--- src/rtl/ab_feed_ctrl_if.sv ---
// Memory read port plus the two PE-chain FIFO write ports driven by ab_feed_ctrl.
// master = the sequencer, slave = memory/FIFO side.
interface ab_feed_ctrl_if #(
  parameter int D_WIDTH    = 64,
  parameter int ADDR_WIDTH = 32
);
  logic                  mem_req_valid;
  logic                  mem_req_ready;
  logic [ADDR_WIDTH-1:0] mem_req_addr;
  logic                  mem_rsp_valid;
  logic [D_WIDTH-1:0]    mem_rsp_data;
  logic                  fifo_a_wr_en;
  logic [D_WIDTH-1:0]    fifo_a_wdata;
  logic                  fifo_a_almost_full;
  logic                  fifo_b_wr_en;
  logic [D_WIDTH-1:0]    fifo_b_wdata;
  logic                  fifo_b_almost_full;

  modport master (
    output mem_req_valid, mem_req_addr,
    input  mem_req_ready, mem_rsp_valid, mem_rsp_data,
    output fifo_a_wr_en, fifo_a_wdata,
    input  fifo_a_almost_full,
    output fifo_b_wr_en, fifo_b_wdata,
    input  fifo_b_almost_full
  );

  modport slave (
    input  mem_req_valid, mem_req_addr,
    output mem_req_ready, mem_rsp_valid, mem_rsp_data,
    input  fifo_a_wr_en, fifo_a_wdata,
    output fifo_a_almost_full,
    input  fifo_b_wr_en, fifo_b_wdata,
    output fifo_b_almost_full
  );
endinterface

--- src/rtl/ab_feed_ctrl.sv ---
// Fetches A column-blocks and B row-blocks for k_len steps from one shared read port
// and steers the in-order responses into the A/B FIFOs using a 1-bit tag queue.
module ab_feed_ctrl #(
  parameter int D_WIDTH     = 64,
  parameter int ADDR_WIDTH  = 32,
  parameter int A_NUM_WIDTH = 4,
  parameter int B_NUM_WIDTH = 4,
  parameter int K_WIDTH     = 16,
  parameter int MAX_OUT     = 4
) (
  input  logic                  clk,
  input  logic                  rst_n,
  input  logic                  start,
  input  logic [K_WIDTH-1:0]    k_len,
  input  logic [ADDR_WIDTH-1:0] a_base,
  input  logic [ADDR_WIDTH-1:0] b_base,
  output logic                  busy,
  output logic                  done,
  output logic                  err,
  ab_feed_ctrl_if.master        bus
);
  localparam int PTR_W = $clog2(MAX_OUT);
  localparam int CNT_W = PTR_W + 1;

  typedef enum logic [2:0] {S_IDLE, S_LOAD_A, S_LOAD_B, S_DRAIN, S_DONE} state_t;

  state_t                 state_reg;
  logic [K_WIDTH-1:0]     k_len_reg;
  logic [K_WIDTH-1:0]     step_reg;
  logic [ADDR_WIDTH-1:0]  a_ptr_reg;
  logic [ADDR_WIDTH-1:0]  b_ptr_reg;
  logic [A_NUM_WIDTH-1:0] a_cnt_reg;
  logic [B_NUM_WIDTH-1:0] b_cnt_reg;
  logic [MAX_OUT-1:0]     tag_reg;
  logic [PTR_W-1:0]       tag_wr_reg;
  logic [PTR_W-1:0]       tag_rd_reg;
  logic [CNT_W-1:0]       out_reg;
  logic [CNT_W-1:0]       out_next;

  logic                   in_load;
  logic                   target_af;
  logic                   accept;
  logic                   rsp_hit;
  logic                   rsp_tag;
  logic                   a_last;
  logic                   b_last;
  logic                   last_step;
  logic [D_WIDTH-1:0]     rsp_data;

  assign in_load   = (state_reg == S_LOAD_A) || (state_reg == S_LOAD_B);
  assign target_af = (state_reg == S_LOAD_B) ? bus.fifo_b_almost_full : bus.fifo_a_almost_full;

  // Valid only changes on state, outstanding count or almost_full; while stalled the
  // count can only drop, so valid/addr hold until accepted unless almost_full rises.
  assign bus.mem_req_valid = in_load && (out_reg < CNT_W'(MAX_OUT)) && !target_af;
  assign bus.mem_req_addr  = (state_reg == S_LOAD_B) ? b_ptr_reg : a_ptr_reg;

  assign accept    = bus.mem_req_valid && bus.mem_req_ready;
  assign rsp_hit   = bus.mem_rsp_valid && (out_reg != '0);
  assign rsp_tag   = tag_reg[tag_rd_reg];
  assign rsp_data  = bus.mem_rsp_data;
  assign a_last    = &a_cnt_reg;
  assign b_last    = &b_cnt_reg;
  assign last_step = (step_reg == k_len_reg - 1'b1);

  always_ff @(posedge clk or negedge rst_n) begin : ctrl_fsm
    if (!rst_n) begin
      state_reg <= S_IDLE;
      k_len_reg <= '0;
      step_reg  <= '0;
      a_ptr_reg <= '0;
      b_ptr_reg <= '0;
      a_cnt_reg <= '0;
      b_cnt_reg <= '0;
      busy      <= 1'b0;
      done      <= 1'b0;
      err       <= 1'b0;
    end else begin
      done <= 1'b0;
      case (state_reg)
        S_IDLE: begin
          if (start) begin
            k_len_reg <= k_len;
            a_ptr_reg <= a_base;
            b_ptr_reg <= b_base;
            step_reg  <= '0;
            a_cnt_reg <= '0;
            b_cnt_reg <= '0;
            busy      <= 1'b1;
            err       <= 1'b0;
            state_reg <= (k_len == '0) ? S_DONE : S_LOAD_A;
          end
        end
        S_LOAD_A: begin
          if (accept) begin
            a_ptr_reg <= a_ptr_reg + 1'b1;
            a_cnt_reg <= a_cnt_reg + 1'b1;
            if (a_last) state_reg <= S_LOAD_B;
          end
        end
        S_LOAD_B: begin
          if (accept) begin
            b_ptr_reg <= b_ptr_reg + 1'b1;
            b_cnt_reg <= b_cnt_reg + 1'b1;
            if (b_last) begin
              if (last_step) begin
                state_reg <= S_DRAIN;
              end else begin
                step_reg  <= step_reg + 1'b1;
                state_reg <= S_LOAD_A;
              end
            end
          end
        end
        S_DRAIN: begin
          if (out_reg == '0) begin
            done      <= 1'b1;
            busy      <= 1'b0;
            state_reg <= S_DONE;
          end
        end
        S_DONE: begin
          // Arriving from DRAIN the pulse is already out; from k_len==0 it fires here.
          done      <= ~done;
          busy      <= 1'b0;
          state_reg <= S_IDLE;
        end
        default: state_reg <= S_IDLE;
      endcase
      if (bus.mem_rsp_valid && (out_reg == '0)) err <= 1'b1;
    end
  end

  always_comb begin
    out_next = out_reg;
    if (accept && !rsp_hit)      out_next = out_reg + 1'b1;
    else if (!accept && rsp_hit) out_next = out_reg - 1'b1;
  end

  always_ff @(posedge clk or negedge rst_n) begin : tag_ptrs
    if (!rst_n) begin
      tag_wr_reg <= '0;
      tag_rd_reg <= '0;
      out_reg    <= '0;
    end else begin
      if (accept)  tag_wr_reg <= tag_wr_reg + 1'b1;
      if (rsp_hit) tag_rd_reg <= tag_rd_reg + 1'b1;
      out_reg <= out_next;
    end
  end

  for (genvar gi = 0; gi < MAX_OUT; gi++) begin : gen_tag
    always_ff @(posedge clk or negedge rst_n) begin
      if (!rst_n) begin
        tag_reg[gi] <= 1'b0;
      end else if (accept && (tag_wr_reg == PTR_W'(gi))) begin
        tag_reg[gi] <= (state_reg == S_LOAD_B);
      end
    end
  end

  always_ff @(posedge clk or negedge rst_n) begin : rsp_steer
    if (!rst_n) begin
      bus.fifo_a_wr_en <= 1'b0;
      bus.fifo_a_wdata <= '0;
      bus.fifo_b_wr_en <= 1'b0;
      bus.fifo_b_wdata <= '0;
    end else begin
      bus.fifo_a_wr_en <= rsp_hit && !rsp_tag;
      bus.fifo_b_wr_en <= rsp_hit && rsp_tag;
      if (rsp_hit && !rsp_tag) bus.fifo_a_wdata <= rsp_data;
      if (rsp_hit && rsp_tag)  bus.fifo_b_wdata <= rsp_data;
    end
  end
endmodule

--- src/flat_wrapper.sv ---
// flat-port wrapper written by rule: the top's interface ports become plain ports
module ab_feed_ctrl_flat 
#(
  parameter int D_WIDTH     = 64,
  parameter int ADDR_WIDTH  = 32,
  parameter int A_NUM_WIDTH = 4,
  parameter int B_NUM_WIDTH = 4,
  parameter int K_WIDTH     = 16,
  parameter int MAX_OUT     = 4
)
  (clk, rst_n, start, k_len, a_base, b_base, busy, done, err, bus_mem_req_valid, bus_mem_req_addr, bus_mem_req_ready, bus_mem_rsp_valid, bus_mem_rsp_data, bus_fifo_a_wr_en, bus_fifo_a_wdata, bus_fifo_a_almost_full, bus_fifo_b_wr_en, bus_fifo_b_wdata, bus_fifo_b_almost_full);
  ab_feed_ctrl_if #(.D_WIDTH(D_WIDTH), .ADDR_WIDTH(ADDR_WIDTH)) bus_i ();
  input  logic clk;
  input  logic rst_n;
  input  logic start;
  input  logic [K_WIDTH-1:0] k_len;
  input  logic [ADDR_WIDTH-1:0] a_base;
  input  logic [ADDR_WIDTH-1:0] b_base;
  output logic busy;
  output logic done;
  output logic err;
  output wire logic [$bits(bus_i.mem_req_valid)-1:0] bus_mem_req_valid;
  output wire logic [$bits(bus_i.mem_req_addr)-1:0] bus_mem_req_addr;
  input wire logic [$bits(bus_i.mem_req_ready)-1:0] bus_mem_req_ready;
  input wire logic [$bits(bus_i.mem_rsp_valid)-1:0] bus_mem_rsp_valid;
  input wire logic [$bits(bus_i.mem_rsp_data)-1:0] bus_mem_rsp_data;
  output wire logic [$bits(bus_i.fifo_a_wr_en)-1:0] bus_fifo_a_wr_en;
  output wire logic [$bits(bus_i.fifo_a_wdata)-1:0] bus_fifo_a_wdata;
  input wire logic [$bits(bus_i.fifo_a_almost_full)-1:0] bus_fifo_a_almost_full;
  output wire logic [$bits(bus_i.fifo_b_wr_en)-1:0] bus_fifo_b_wr_en;
  output wire logic [$bits(bus_i.fifo_b_wdata)-1:0] bus_fifo_b_wdata;
  input wire logic [$bits(bus_i.fifo_b_almost_full)-1:0] bus_fifo_b_almost_full;
  assign bus_mem_req_valid = bus_i.mem_req_valid;
  assign bus_mem_req_addr = bus_i.mem_req_addr;
  assign bus_i.mem_req_ready = bus_mem_req_ready;
  assign bus_i.mem_rsp_valid = bus_mem_rsp_valid;
  assign bus_i.mem_rsp_data = bus_mem_rsp_data;
  assign bus_fifo_a_wr_en = bus_i.fifo_a_wr_en;
  assign bus_fifo_a_wdata = bus_i.fifo_a_wdata;
  assign bus_i.fifo_a_almost_full = bus_fifo_a_almost_full;
  assign bus_fifo_b_wr_en = bus_i.fifo_b_wr_en;
  assign bus_fifo_b_wdata = bus_i.fifo_b_wdata;
  assign bus_i.fifo_b_almost_full = bus_fifo_b_almost_full;
  ab_feed_ctrl #(.D_WIDTH(D_WIDTH), .ADDR_WIDTH(ADDR_WIDTH), .A_NUM_WIDTH(A_NUM_WIDTH), .B_NUM_WIDTH(B_NUM_WIDTH), .K_WIDTH(K_WIDTH), .MAX_OUT(MAX_OUT)) u_core (.clk(clk), .rst_n(rst_n), .start(start), .k_len(k_len), .a_base(a_base), .b_base(b_base), .busy(busy), .done(done), .err(err), .bus(bus_i));
endmodule
--- config.mk ---
export PLATFORM = sky130hd
export DESIGN_NAME = ab_feed_ctrl_flat
export DESIGN_NICKNAME = d
export VERILOG_FILES = /design/src/rtl/ab_feed_ctrl_if.sv /design/src/rtl/ab_feed_ctrl.sv /design/src/flat_wrapper.sv
export SDC_FILE = /design/constraint.sdc
export NUM_CORES = 1
export LEC_CHECK = 0
export CORE_MARGIN = 1
export CORE_UTILIZATION = 28
export DETAILED_ROUTE_END_ITERATION = 7
export HOLD_SLACK_MARGIN = 0.03
export PLACE_DENSITY = 0.47
export SKIP_CTS_REPAIR_TIMING = 1
export SLEW_MARGIN = 30
export SYNTH_ARGS = -nofsm -noshare
export SYNTH_HDL_FRONTEND = slang
export SYNTH_SLANG_ARGS = --single-unit
--- constraint.sdc ---
create_clock -name clk -period 4.3 [get_ports clk]
set_clock_uncertainty 0.05 [all_clocks]
set_input_delay 1.075 -clock clk [delete_from_list [all_inputs] [get_ports clk]]
set_output_delay 1.075 -clock clk [all_outputs]
set_load 0.02 [all_outputs]
==> flow_metrics.env, run 1 <==
export IMPL_outcome="completed"
export IMPL_grt_use_total=0.1865
export IMPL_cp_buffers_inverters=2
export IMPL_synth_compound_area_frac=0.1271
export IMPL_dieArea_sq_mm=0.04494
export IMPL_netlist_instances=1378
export IMPL_critical_path_max_stage_delay_ns=0.63
export IMPL_fin_area_sq_mm=0.01720
export IMPL_largestRegisters="u_core.bus.fifo_a_wdata: 64 flops, u_core.bus.fifo_b_wdata: 64 flops"
export IMPL_drt_first_iter_violations=601
export IMPL_rsz0062_at_grt="no"
export IMPL_cts_buffers=34
export IMPL_die_h_um=212.0
export IMPL_drive_gt1_frac=0.09510
export IMPL_slew_headroom=0.4790
export IMPL_switchingPower_mw=5.484
export IMPL_clk_pin_slew_ns=0.05
export IMPL_synth_adder_area_share=0.01277
export IMPL_grt_pass1_vias=11039
export IMPL_io_pin_count=317
export IMPL_fin_crit_sh=0.9292
export IMPL_timing_rr_start="u_core.state_reg[1]$_DFFE_PN0P_"
export IMPL_rrSetupSlack_ns=1.31
export IMPL_clock_path_buffers=3
export IMPL_ant_nets=0
export IMPL_placed_cell_area_sq_mm=0.01614
export IMPL_hold_path_class="register to register"
export IMPL_synth_async_reset_ratio=1.000
export IMPL_synth_top_family_by_area="simple AND/OR/NAND/NOR gates"
export IMPL_drv_slew=0
export IMPL_min_period_ns=3.996
export IMPL_yosysSeqAreaShare=0.5087
export IMPL_critPathMaxFanout=107
export IMPL_synthSimpleGateAreaFrac=0.2327
export IMPL_start_kind="register"
export IMPL_grt_pass1_wl_um=64790
export IMPL_core_sq_mm=0.04327
export IMPL_vdd_drop_max_mv=0.4048
export IMPL_cts_tree="built"
export IMPL_path_cells="nor3b_4 > buf_12 > nand2_1 > nand2_1 > clkdlybuf4s50_1"
export IMPL_muxShareOfSynthArea=0.06627
export IMPL_fin_setup_tns_ns=0
export IMPL_cp_arrival_ns=2.87
export IMPL_synth_edf_count=0
export IMPL_first_pass_iters=5
export IMPL_dp_slack_ns=0.3502
export IMPL_cts_root_buf="clkbuf_16"
export IMPL_synth_fp_nets=1541
export IMPL_internal_power_mw=7.702
export IMPL_avgSynthCellArea_sq_um=8.960
export IMPL_routed_wl_um=41700
export IMPL_nNetsFinal=1833
export IMPL_layout_cells_non_filler=2280
export IMPL_area_growth_pct=39.33
export IMPL_fill_cells=4451
export IMPL_drv_cap=0
export IMPL_ys_seq_elements=251
export IMPL_end_kind="primary output"
export IMPL_dp_cells=2219
export IMPL_dp_hpwl_um=29560
export IMPL_avgViaCountPerCell=4.834
export IMPL_wl_per_cell_um=18.29
export IMPL_die_w_um=212.0
export IMPL_htree_num_levels=2
export IMPL_fmax_mhz=250.3
export IMPL_p_per_area_mw_per_mm2=766.5
export IMPL_leakage_nw=7.339
export IMPL_overflow=0
export IMPL_final_common_cell="nand2_1"
export IMPL_share_seq_of_total_power=0.319
export IMPL_cp_slowest_cell="dfrtp_1"
export IMPL_required_ns=3.17
export IMPL_crit_family="buffers and inverters"
export IMPL_synth_warnings=0
export IMPL_setup_slack_ns=0.3043
export IMPL_synth_distinct_cells=69
export IMPL_drc=0
export IMPL_antenna_found_initial=5
export IMPL_clk_latency_ns=0.53
export IMPL_clockPowerShare=0.204
export IMPL_netlist_area_sq_mm=0.01235
export IMPL_start_util=0.2854
export IMPL_place_gp_congestion=0.8059
export IMPL_tightestPinTransition_ns=0.7755
export IMPL_vias=11021
export IMPL_crit_top_cell="nand2_1"
export IMPL_synthFlopType="dfrtp_1"
export IMPL_hp_start="u_core.bus.fifo_b_wdata[40]$_DFFE_PN0P_"
export IMPL_combPwrFrac=0.477
export IMPL_hold_viol=0
export IMPL_clock_sinks=251
export IMPL_synth_xor_area_share=0.01986
export IMPL_setup_violations_final=0
export IMPL_swShare=0.4159
export IMPL_layout_common_cells="406 x nand2_1, 315 x clkdlybuf4s50_1, 251 x dfrtp_1"
export IMPL_port_buffers=316
export IMPL_row_count=76
export IMPL_grt_max_degree=108
export IMPL_crit_type="register to primary output"
export IMPL_crit_path_start="u_core.state_reg[1]$_DFFE_PN0P_"
[layout make-up]
class,instances,area (sq um),share of cell area
clock buffer,50,980.9,0.05702
timing repair buffer,336,3368,0.1958
antenna,2,5.005,0.0002909
inverter,20,75.07,0.004364
sequential,251,6281,0.3651
tap,585,732.0,0.04255
multi-input combinational,1027,5690,0.3308
clock inverter,9,70.07,0.004073
[stage by stage]
step / total power [mW] / hold slack (ns) / utilization
floorplan: 7.711 / 0.3932 / -
global placement: 10.53 / 0.4060 / 0.3730
detailed placement: 10.60 / 0.4113 / 0.3731
CTS: 13.39 / 0.4254 / 0.3974
global route: 14.12 / 0.4442 / 0.3975
finish: 13.19 / 0.4170 / 0.3976
[logic make-up (layout without fill, tap and decap cells)]
kind of cell | count (synthesis) | count (layout)
AO/OA/AOI/OAI | 266 | 266
other | 0 | 2
flip-flops | 251 | 251
multiplexers | 72 | 72
adder cells (fa/ha/maj) | 12 | 12
XOR/XNOR | 28 | 28
AND/OR/NAND/NOR | 649 | 649
buffers and inverters | 100 | 415
[per-layer routing]
| metal | GRT usage | wire, um | vias to the layer above |
|---|---|---|---|
| met3 | 0.04682 | 2415 | 57 |
| met2 | 0.3112 | 20350 | 257 |
| met1 | 0.2329 | 17840 | 5346 |
| met4 | 0.06572 | 1058 | 6 |
| li1 | - | - | 5355 |
| met5 | 0 | 41 | - |
[power groups by stage]
stage	clock (mW)	combinational, mW	sequential [mW]
after floorplan	0	3.02	4.70
after detailed placement	0	6.36	4.24
after global placement	0	6.32	4.21
after global routing	2.89	6.86	4.37
after CTS	2.80	6.38	4.21
final	2.69	6.29	4.20
[cells in the mapped netlist (all sizes together) (2+ instances only)]
library cell	n	area (sq um)
nor4	8	56.30
buf	24	117.6
a32oi	3	26.28
a22oi	5	37.54
a22o	2	17.52
a31oi	7	43.79
mux2i	3	30.03
and4	6	52.55
nand3b	3	22.52
nor3	23	125.1
or3b	3	26.28
nor3b	2	20.02
mux2	68	765.7
or4	8	60.06
nor2b	4	25.02
and2	10	65.06
nand4	23	143.9
clkbuf	56	210.2
a21o	2	15.01
o31ai	8	60.06
nor2	63	236.5
o22a	4	35.03
inv	20	75.07
a2111oi	2	42.54
o211ai	5	37.54
and3	13	81.33
nand2	410	1546
o21ai	73	365.4
nand3	55	275.3
a21oi	110	550.5
ha	11	137.6
o22ai	25	156.4
or3	8	50.05
xnor2	13	113.9
dfrtp	251	6281
o2bb2a	4	40.04
nand2b	6	37.54
xor2	15	131.4
a211oi	3	22.52
[tightest hold or removal path, stage by stage (launching register included)]
cell and delay [ns]:
dfrtp_1 0.34, nand2_1 0.05, nand2_1 0.05
[worst paths after layout]
kind	endpoint	cells after the start
max in group asynchronous	u_core.a_ptr_reg[26]$_DFFE_PN0P_	2
min reg2reg	u_core.bus.fifo_b_wdata[40]$_DFFE_PN0P_	2
min	u_core.bus.fifo_b_wdata[40]$_DFFE_PN0P_	2
max	bus_mem_req_addr[24]	5
min in group asynchronous	u_core.bus.fifo_b_wdata[37]$_DFFE_PN0P_	1
max reg2reg	u_core.b_ptr_reg[3]$_DFFE_PN0P_	8
(Power assumes the default switching activity.)
==> inputs of run 2 (changes only) <==
--- a/config.mk
+++ b/config.mk
@@ -6,10 +6,10 @@
 export NUM_CORES = 1
 export LEC_CHECK = 0
 export CORE_MARGIN = 1
-export CORE_UTILIZATION = 28
+export CORE_UTILIZATION = 53
 export DETAILED_ROUTE_END_ITERATION = 7
 export HOLD_SLACK_MARGIN = 0.03
-export PLACE_DENSITY = 0.47
+export PLACE_DENSITY = 0.82
 export SKIP_CTS_REPAIR_TIMING = 1
 export SLEW_MARGIN = 30
 export SYNTH_ARGS = -nofsm -noshare
==> flow_metrics.env, run 2 (synthesis gave the netlist of run 1 again) <==
export IMPL_outcome="completed"
export IMPL_r2r_cells=8
export IMPL_tightestPinTransition_ns=0.8432
export IMPL_drt_first_iter_violations=877
export IMPL_r2r_end="u_core.b_ptr_reg[3]$_DFFE_PN0P_"
export IMPL_cp_arrival_ns=2.99
export IMPL_grt_use_total=0.3008
export IMPL_critPathMaxFanout=38
export IMPL_die_h_um=154.6
export IMPL_avgViaCountPerCell=5.798
export IMPL_fmax_mhz=243.1
export IMPL_route_layer_met1_wl_um=14320
export IMPL_ant_nets=0
export IMPL_layout_common_cells="405 x nand2_1, 315 x clkdlybuf4s50_1, 251 x dfrtp_1"
export IMPL_area_growth_pct=34.91
export IMPL_required_ns=3.17
export IMPL_drive_gt1_frac=0.09204
export IMPL_met2_length_um=17790
export IMPL_fin_area_sq_mm=0.01666
export IMPL_dp_hpwl_um=25080
export IMPL_power_total_mw=12.71
export IMPL_clk_pin_slew_ns=0.06
export IMPL_routed_top_layer="met4"
export IMPL_first_pass_iters=5
export IMPL_cts_buffers=28
export IMPL_row_count=55
export IMPL_clock_path_buffers=3
export IMPL_drv_slew=0
export IMPL_drc=0
export IMPL_final_common_cell="nand2_1"
export IMPL_clk_latency_ns=0.54
export IMPL_cts_root_buf="clkbuf_16"
export IMPL_grt_max_degree=114
export IMPL_final_core_util=0.7335
export IMPL_overflow=0
export IMPL_dp_cells=1919
export IMPL_routed_wl_um=36200
export IMPL_start_util=0.5437
export IMPL_cts_tree="built"
export IMPL_antenna_found_initial=2
export IMPL_wl_per_cell_um=18.37
export IMPL_die_w_um=154.6
export IMPL_largestRegisters="u_core.bus.fifo_a_wdata: 64 flops, u_core.bus.fifo_b_wdata: 64 flops"
export IMPL_crit_type="register to primary output"
export IMPL_grt_pass1_wl_um=57700
export IMPL_setup_violations_final=0
export IMPL_hold_path_class="input port to async pin"
export IMPL_vdd_drop_max_mv=0.6310
export IMPL_clock_sinks=251
export IMPL_p_per_area_mw_per_mm2=762.8
export IMPL_leakage_nw=7.264
export IMPL_placed_cell_area_sq_mm=0.01577
export IMPL_grt_pass1_vias=11346
export IMPL_place_gp_congestion=0.9108
export IMPL_end_kind="primary output"
export IMPL_met3RoutedLength_um=2539
export IMPL_timing_rr_start="u_core.state_reg[0]$_DFFE_PN0P_"
export IMPL_drv_cap=0
export IMPL_port_buffers=316
export IMPL_start_kind="register"
export IMPL_dieArea_sq_mm=0.02391
export IMPL_nNetsFinal=1828
export IMPL_io_pin_count=317
export IMPL_fin_crit_sh=0.9566
export IMPL_rrSetupSlack_ns=1.34
export IMPL_min_period_ns=4.113
export IMPL_vias=11427
export IMPL_htree_num_levels=1
export IMPL_hold_viol=0
export IMPL_fin_setup_tns_ns=0
export IMPL_layout_cells_non_filler=1971
export IMPL_rsz0062_at_grt="no"
export IMPL_core_sq_mm=0.02271
export IMPL_slew_headroom=0.4379
run 2: cell type report:
class / instances / area [sq um]
Clock buffer: 38 / 789.5
Timing Repair Buffer: 337 / 3408
Fill cell: 1683 / 6052
Clock inverter: 11 / 58.81
Tap cell: 285 / 356.6
Multi-Input combinational cell: 1027 / 5683
Inverter: 20 / 75.07
Antenna cell: 2 / 5.005
Sequential cell: 251 / 6281
run 2: metal layers:
layer,global-route usage,vias up
met1,0.3826,5515
met3,0.05464,100
met2,0.5038,486
li1,-,5326
met5,0,-
met4,0.1330,0
run 2: report_power, final:
part,internal (mW),total (mW),switching (mW)
sequential,3.36,4.22,0.858
clock,1.28,2.23,0.954
combinational,2.76,6.26,3.49
total,7.40,12.7,5.31
run 2: critical path, stage by stage (launching register included):
cell and delay [ns]:
dfrtp_1 0.55, or3b_2 0.88, o21ai_0 0.35, clkdlybuf4s50_1 0.66
run 2: metrics by stage:
stage / setup WS, ns / hold slack, ns
3_5_place_dp: 0.3834 / 0.4115
3_3_place_gp: 0.4083 / 0.4034
5_1_grt: 0.03232 / 0.4173
4_1_cts: 0.1592 / 0.4265
2_1_floorplan: 1.038 / 0.3932
6_report: 0.1865 / 0.3935
run 2: how the worst max path moves through the flow:
| stage | slack (ns) | startpoint | end |
|---|---|---|---|
| finish | 0.19 | u_core.state_reg[2]$_DFFE_PN0P_ | bus_mem_req_addr[27] |
| global route | 0.03 | u_core.state_reg[2]$_DFFE_PN0P_ | bus_mem_req_addr[19] |
| CTS | 0.16 | u_core.state_reg[2]$_DFFE_PN0P_ | bus_mem_req_addr[27] |
| detailed placement | 0.38 | bus_fifo_b_almost_full | bus_mem_req_valid |
| global placement | 0.41 | bus_fifo_b_almost_full | bus_mem_req_valid |
| floorplan | 1.04 | bus_fifo_b_almost_full | u_core.out_reg[2]$_DFFE_PN0P_ |
==> inputs of run 3 (changes only) <==
--- a/config.mk
+++ b/config.mk
@@ -10,7 +10,6 @@
 export DETAILED_ROUTE_END_ITERATION = 7
 export HOLD_SLACK_MARGIN = 0.03
 export PLACE_DENSITY = 0.82
-export SKIP_CTS_REPAIR_TIMING = 1
 export SLEW_MARGIN = 30
 export SYNTH_ARGS = -nofsm -noshare
 export SYNTH_HDL_FRONTEND = slang
==> results of run 3 <==
Final layout, timing and power as in run 2 (identical DEF).
